`src/rtl/spc_pkg.sv`:
```
// Shared definitions for the simple processor control unit: state encoding,
// opcode constants and instruction-word field positions.
package spc_pkg;

    // Instruction layout: [8:6] opcode, [5:3] X register, [2:0] Y register.
    localparam int IR_WIDTH = 9;
    localparam int OP_MSB   = 8;
    localparam int OP_LSB   = 6;
    localparam int X_MSB    = 5;
    localparam int X_LSB    = 3;
    localparam int Y_MSB    = 2;
    localparam int Y_LSB    = 0;

    typedef enum logic [1:0] {
        T0 = 2'd0,
        T1 = 2'd1,
        T2 = 2'd2,
        T3 = 2'd3
    } state_t;

    localparam logic [2:0] OP_MV   = 3'b000;
    localparam logic [2:0] OP_MVI  = 3'b001;
    localparam logic [2:0] OP_ADD  = 3'b010;
    localparam logic [2:0] OP_SUB  = 3'b011;
    localparam logic [2:0] OP_MVNZ = 3'b100;

endpackage

```
`src/rtl/decoder3to8.sv`:
```
// 3-to-8 one-hot decoder used to turn register fields into enable vectors.
module decoder3to8 (
    input  logic [2:0] sel,
    output logic [7:0] onehot
);

    assign onehot = 8'b0000_0001 << sel;

endmodule

```
`src/rtl/proc_ctrl.sv`:
```
// Multi-cycle control unit for a small bus-based processor. Fetches an
// instruction into IR on run, then sequences register/ALU enables over
// T1..T3. Optional feature macro: SPC_MVNZ_EN (conditional move on g_nz).
module proc_ctrl
    import spc_pkg::*;
#(
    parameter int IR_W = 9
) (
    input  logic            clk,
    input  logic            rst,
    input  logic            run,
    input  logic [IR_W-1:0] din,
    input  logic            g_nz,
    output logic            ir_in,
    output logic [7:0]      r_in,
    output logic [7:0]      r_out,
    output logic            a_in,
    output logic            g_in,
    output logic            g_out,
    output logic            din_out,
    output logic            addsub,
    output logic            done,
    output logic            busy
);

    state_t          state_q;
    state_t          state_d;
    logic [IR_W-1:0] ir_q;
    logic [2:0]      opcode;
    logic [7:0]      x_oh;
    logic [7:0]      y_oh;
    logic            is_arith;

    assign opcode   = ir_q[OP_MSB:OP_LSB];
    assign is_arith = (opcode == OP_ADD) || (opcode == OP_SUB);
    assign busy     = (state_q != T0);

    decoder3to8 u_dec_x (
        .sel    (ir_q[X_MSB:X_LSB]),
        .onehot (x_oh)
    );

    decoder3to8 u_dec_y (
        .sel    (ir_q[Y_MSB:Y_LSB]),
        .onehot (y_oh)
    );

`ifndef SPC_MVNZ_EN
    // g_nz only matters when conditional move is built in.
    logic unused_g_nz;
    assign unused_g_nz = g_nz;
`endif

    // State and instruction register; reset aborts any instruction in flight.
    always_ff @(posedge clk or posedge rst) begin
        // NOTE: non-blocking assignments keep every register updating from
        // pre-edge values, so ordering inside the block cannot matter.
        if (rst) begin
            state_q <= T0;
            ir_q    <= '0;
        end else begin
            state_q <= state_d;
            if (ir_in) begin
                ir_q <= din;
            end
        end
    end

    // Next-state and control-enable decode from state and IR.
    always_comb begin
        // NOTE: every output gets a default first so no path through the
        // case statements can leave a value held, which would infer a latch.
        state_d = state_q;
        ir_in   = 1'b0;
        r_in    = 8'h00;
        r_out   = 8'h00;
        a_in    = 1'b0;
        g_in    = 1'b0;
        g_out   = 1'b0;
        din_out = 1'b0;
        addsub  = 1'b0;
        done    = 1'b0;

        case (state_q)
            T0: begin
                // run is masked by rst so nothing is strobed while in reset.
                ir_in = run & ~rst;
                if (run) begin
                    state_d = T1;
                end
            end

            T1: begin
                case (opcode)
                    OP_MV: begin
                        r_out   = y_oh;
                        r_in    = x_oh;
                        done    = 1'b1;
                        state_d = T0;
                    end
                    OP_MVI: begin
                        din_out = 1'b1;
                        r_in    = x_oh;
                        done    = 1'b1;
                        state_d = T0;
                    end
                    OP_ADD, OP_SUB: begin
                        r_out   = x_oh;
                        a_in    = 1'b1;
                        state_d = T2;
                    end
`ifdef SPC_MVNZ_EN
                    OP_MVNZ: begin
                        if (g_nz) begin
                            r_out = y_oh;
                            r_in  = x_oh;
                        end
                        done    = 1'b1;
                        state_d = T0;
                    end
`endif
                    default: begin
                        // Reserved opcode: complete as a NOP.
                        done    = 1'b1;
                        state_d = T0;
                    end
                endcase
            end

            T2: begin
                if (is_arith) begin
                    r_out   = y_oh;
                    g_in    = 1'b1;
                    addsub  = (opcode == OP_SUB);
                    state_d = T3;
                end else begin
                    state_d = T0;
                end
            end

            T3: begin
                if (is_arith) begin
                    g_out = 1'b1;
                    r_in  = x_oh;
                    done  = 1'b1;
                end
                state_d = T0;
            end

            default: begin
                state_d = T0;
            end
        endcase
    end

endmodule
```
`config.mk`:
```
export PLATFORM = sky130hd
export DESIGN_NAME = proc_ctrl
export DESIGN_NICKNAME = d
export VERILOG_FILES = /design/src/rtl/spc_pkg.sv /design/src/rtl/decoder3to8.sv /design/src/rtl/proc_ctrl.sv
export SDC_FILE = /design/constraint.sdc
export NUM_CORES = 1
export LEC_CHECK = 0
export BUFFER_PORTS_ARGS = -buffer_cell sky130_fd_sc_hd__buf_2
export CAP_MARGIN = 20
export CORE_MARGIN = 4
export CORE_UTILIZATION = 48
export DETAILED_ROUTE_END_ITERATION = 6
export HOLD_SLACK_MARGIN = 0.05
export PLACE_DENSITY_LB_ADDON = 0.3
export SYNTH_ARGS = -nofsm -noshare
export SYNTH_HDL_FRONTEND = slang
export SYNTH_SLANG_ARGS = --single-unit
```
`constraint.sdc`:
```
create_clock -name clk -period 3.96 [get_ports clk]
set_clock_uncertainty 0.05 [all_clocks]
set_input_delay 0.99 -clock clk [delete_from_list [all_inputs] [get_ports clk]]
set_output_delay 0.99 -clock clk [all_outputs]
set_load 0.01 [all_outputs]
```
==> impl_metrics.json <==
{
  "dp_cells": 132,
  "hold_viol": 0,
  "clkPwrFrac_pct": 11.2,
  "grt_usage_pct": 15.98,
  "port-buffer-count": 35,
  "tightest_slew_ns": 0.4107,
  "insertedDiodeCount": 0,
  "tns_ns": 0,
  "path_max_fanout": 4,
  "r2r_slack_ns": 2.42,
  "critPathSlowestCell": "dfrtp_1",
  "dpl.hpwl_um": 1427,
  "yosys_warnings": 0,
  "place.gp.congestion": 0.8786,
  "crit_arrival_ns": 1.83,
  "clock_path_buffers": 2,
  "period_minus_slack_ns": 2.869,
  "min_from": "ir_q[5]",
  "ys_seq_elements": 11,
  "first_pass_iters": 4,
  "netlist_instances": 80,
  "rsz0062_at_grt": "false",
  "p_sw_mw": 0.2773,
  "fin_nets": 138,
  "synth_seq_area_share_pct": 36.24,
  "outcome": "finished clean",
  "setup_ws_ns": 1.091,
  "ctsHoldBuffers": 0,
  "worstReg2RegEnd": "ir_q[8]",
  "combPwrFrac_pct": 52.1,
  "crit_required_ns": 2.92,
  "viasPerCell": 5.493,
  "worstPathCellList": "inv_1 > ha_1 > and2_2 > o21ai_0 > o22ai_1 > buf_2",
  "power.internal_mw": 0.3684,
  "die_h_um": 47.78,
  "ff2ff_path_depth": 4,
  "drive_above_1_share_pct": 46.67,
  "cpPeakStageDelay_ns": 0.40,
  "max_freq_mhz": 348.6,
  "async_flop_share_pct": 100.0,
  "grt_pass1_vias": 602,
  "switching_share_pct": 42.95,
  "wl_per_cell_um": 12.68,
  "irDropWorstVdd_mv": 0.3507,
  "numCtsBuffers": 3,
  "grt_max_degree": 13,
  "start_util_pct": 50.42,
  "fin_util_pct": 65.61,
  "power.density_mw_per_mm2": 653.3,
  "via_count": 747,
  "avgSynthCellArea_um2": 9.493,
  "min_path_cells": 1,
  "synth-edff-count": 0,
  "start_kind": "flip-flop",
  "htreeDepth": 1,
  "pre_cts_slack_ns": 1.127,
  "dieArea_mm2": 0.002282,
  "area_growth_pct": 30.15,
  "clk_latency_ns": 0.26,
  "ios": 37,
  "path_class": "reg -> out",
  "ant_nets": 0,
  "clk_pin_slew_worst_paths_ns": 0.06,
  "maxCapViolCount": 0,
  "p_seq_share_pct": 36.7,
  "slew_violations": 0,
  "cts_tree": "built",
  "grt_pass1_wl_um": 2580,
  "synth_nets": 97,
  "min_to": "ir_q[5]",
  "maxSlewHeadroom_pct": 72.33,
  "remaining_drc_errors": 0,
  "ys_types": 23,
  "syn_area_um2": 759.5,
  "postCtsSetupRepairBufs": 0,
  "hold_class": "reg -> reg",
  "grt_overflow": 0,
  "cts_root_buffer": "clkbuf_4",
  "end_kind": "primary output",
  "synthTopCellsByArea": "dfrtp_1, mux2_2, ha_1",
  "core-area_mm2": 0.001506,
  "fp.dieW_um": 47.78,
  "clock_sinks": 11,
  "yosys.area.top_type": "dfrtp_1",
  "setup_viol": 0,
  "nFillCells": 130,
  "fin_crit_sh_pct": 72.44,
  "timing.rr.start": "state_q[0]",
  "cts.repair.resized": 0,
  "stdcell_count": 136,
  "drtIter0Drc": 26,
  "ys.flop_type": "dfrtp_1",
  "antenna_found_initial": 0,
  "wl_um": 1724,
  "p_leak_nw": 0.5216,
  "rows": 14,
  "yosysTopAreaCellShare_pct": 36.24
}
[metrics by stage]
stage               power (mW)  instance area, um^2  hold WS, ns
detailed placement      0.5740                962.2       0.4824
floorplan               0.4729                759.5       0.4464
global placement        0.5573                962.2       0.4786
CTS                     0.6496                988.4       0.4972
global route            0.7072                988.4       0.5345
finish                  0.6457                988.4       0.4949
[cells in the mapped netlist (all sizes together), types with 2 or more instances]
| library cell | instances |
|---|---|
| and2 | 3 |
| dfrtp | 11 |
| inv | 6 |
| nor2 | 11 |
| nand2 | 6 |
| nand4 | 2 |
| ha | 4 |
| and2b | 3 |
| o32ai | 4 |
| o22ai | 5 |
| nand3 | 2 |
| mux2 | 11 |
| nand3b | 2 |
| o21ai | 4 |
[logic make-up after synthesis]
| group | share of synthesized area (%) |
|---|---|
| fa+ha+maj | 6.590 |
| compound gates | 11.37 |
| buf+inv | 2.965 |
| flops | 36.24 |
| simple gates | 26.52 |
| mux | 16.31 |
[cell usage in the layout (no fill, tap or decap), types with 3 or more instances in the layout]
cell      instances
o22ai_1           5
inv_1             6
dfrtp_1          11
buf_2            35
clkbuf_4          3
ha_1              4
o21ai_0           4
nand2_1           6
o32ai_1           4
mux2_2           11
nor2_1           11
[worst max-delay path: cells and delay by family, from the launching register on]
family	cells	cell delay (ns)
fa+ha+maj	1	0.23
simple gates	1	0.21
compound gates	2	0.49
buf+inv	2	0.23
flops	1	0.40
[routing by layer]
layer	up-vias	GRT usage, %	part of all wire, %	routed length [um]
met3	0	3.383	7.8	135
met1	344	21.58	42	729
met5	-	0	0	0
li1	370	-	-	-
met2	33	24.27	50	859
met4	0	7.527	0	0
[power groups by stage]
stage                     combinational, mW  sequential [mW]  clock, mW
final                                 0.337            0.237     0.0722
after detailed placement              0.336            0.238          0
after global placement                0.326            0.231          0
after CTS                             0.338            0.236     0.0757
after global routing                  0.378            0.247     0.0822
after floorplan                       0.255            0.218          0
[registers in the layout, indices dropped and copies added (netlist names)]
signal and flops:
ir_q 9, state_q 2
[worst max-delay path by stage]
stage                    start        to  cells after the start
CTS                 state_q[0]  r_out[7]                      6
detailed placement         rst     ir_in                      6
finish              state_q[0]  r_out[7]                      6
floorplan                  rst     ir_in                      3
global placement           rst     ir_in                      6
global route        state_q[1]  r_out[3]                      6
[final cells by class]
type                       count  area [um^2]  share of cell area (%)
sequential                    11        275.3                   27.85
timing repair buffer          36        182.7                   18.48
inverter                       6        22.52                   2.278
clock buffer                   4        26.28                   2.658
multi-input combinational     63        461.7                   46.71
tap                           16        20.02                   2.025
Note: power is estimated with default switching activity, not from simulation.
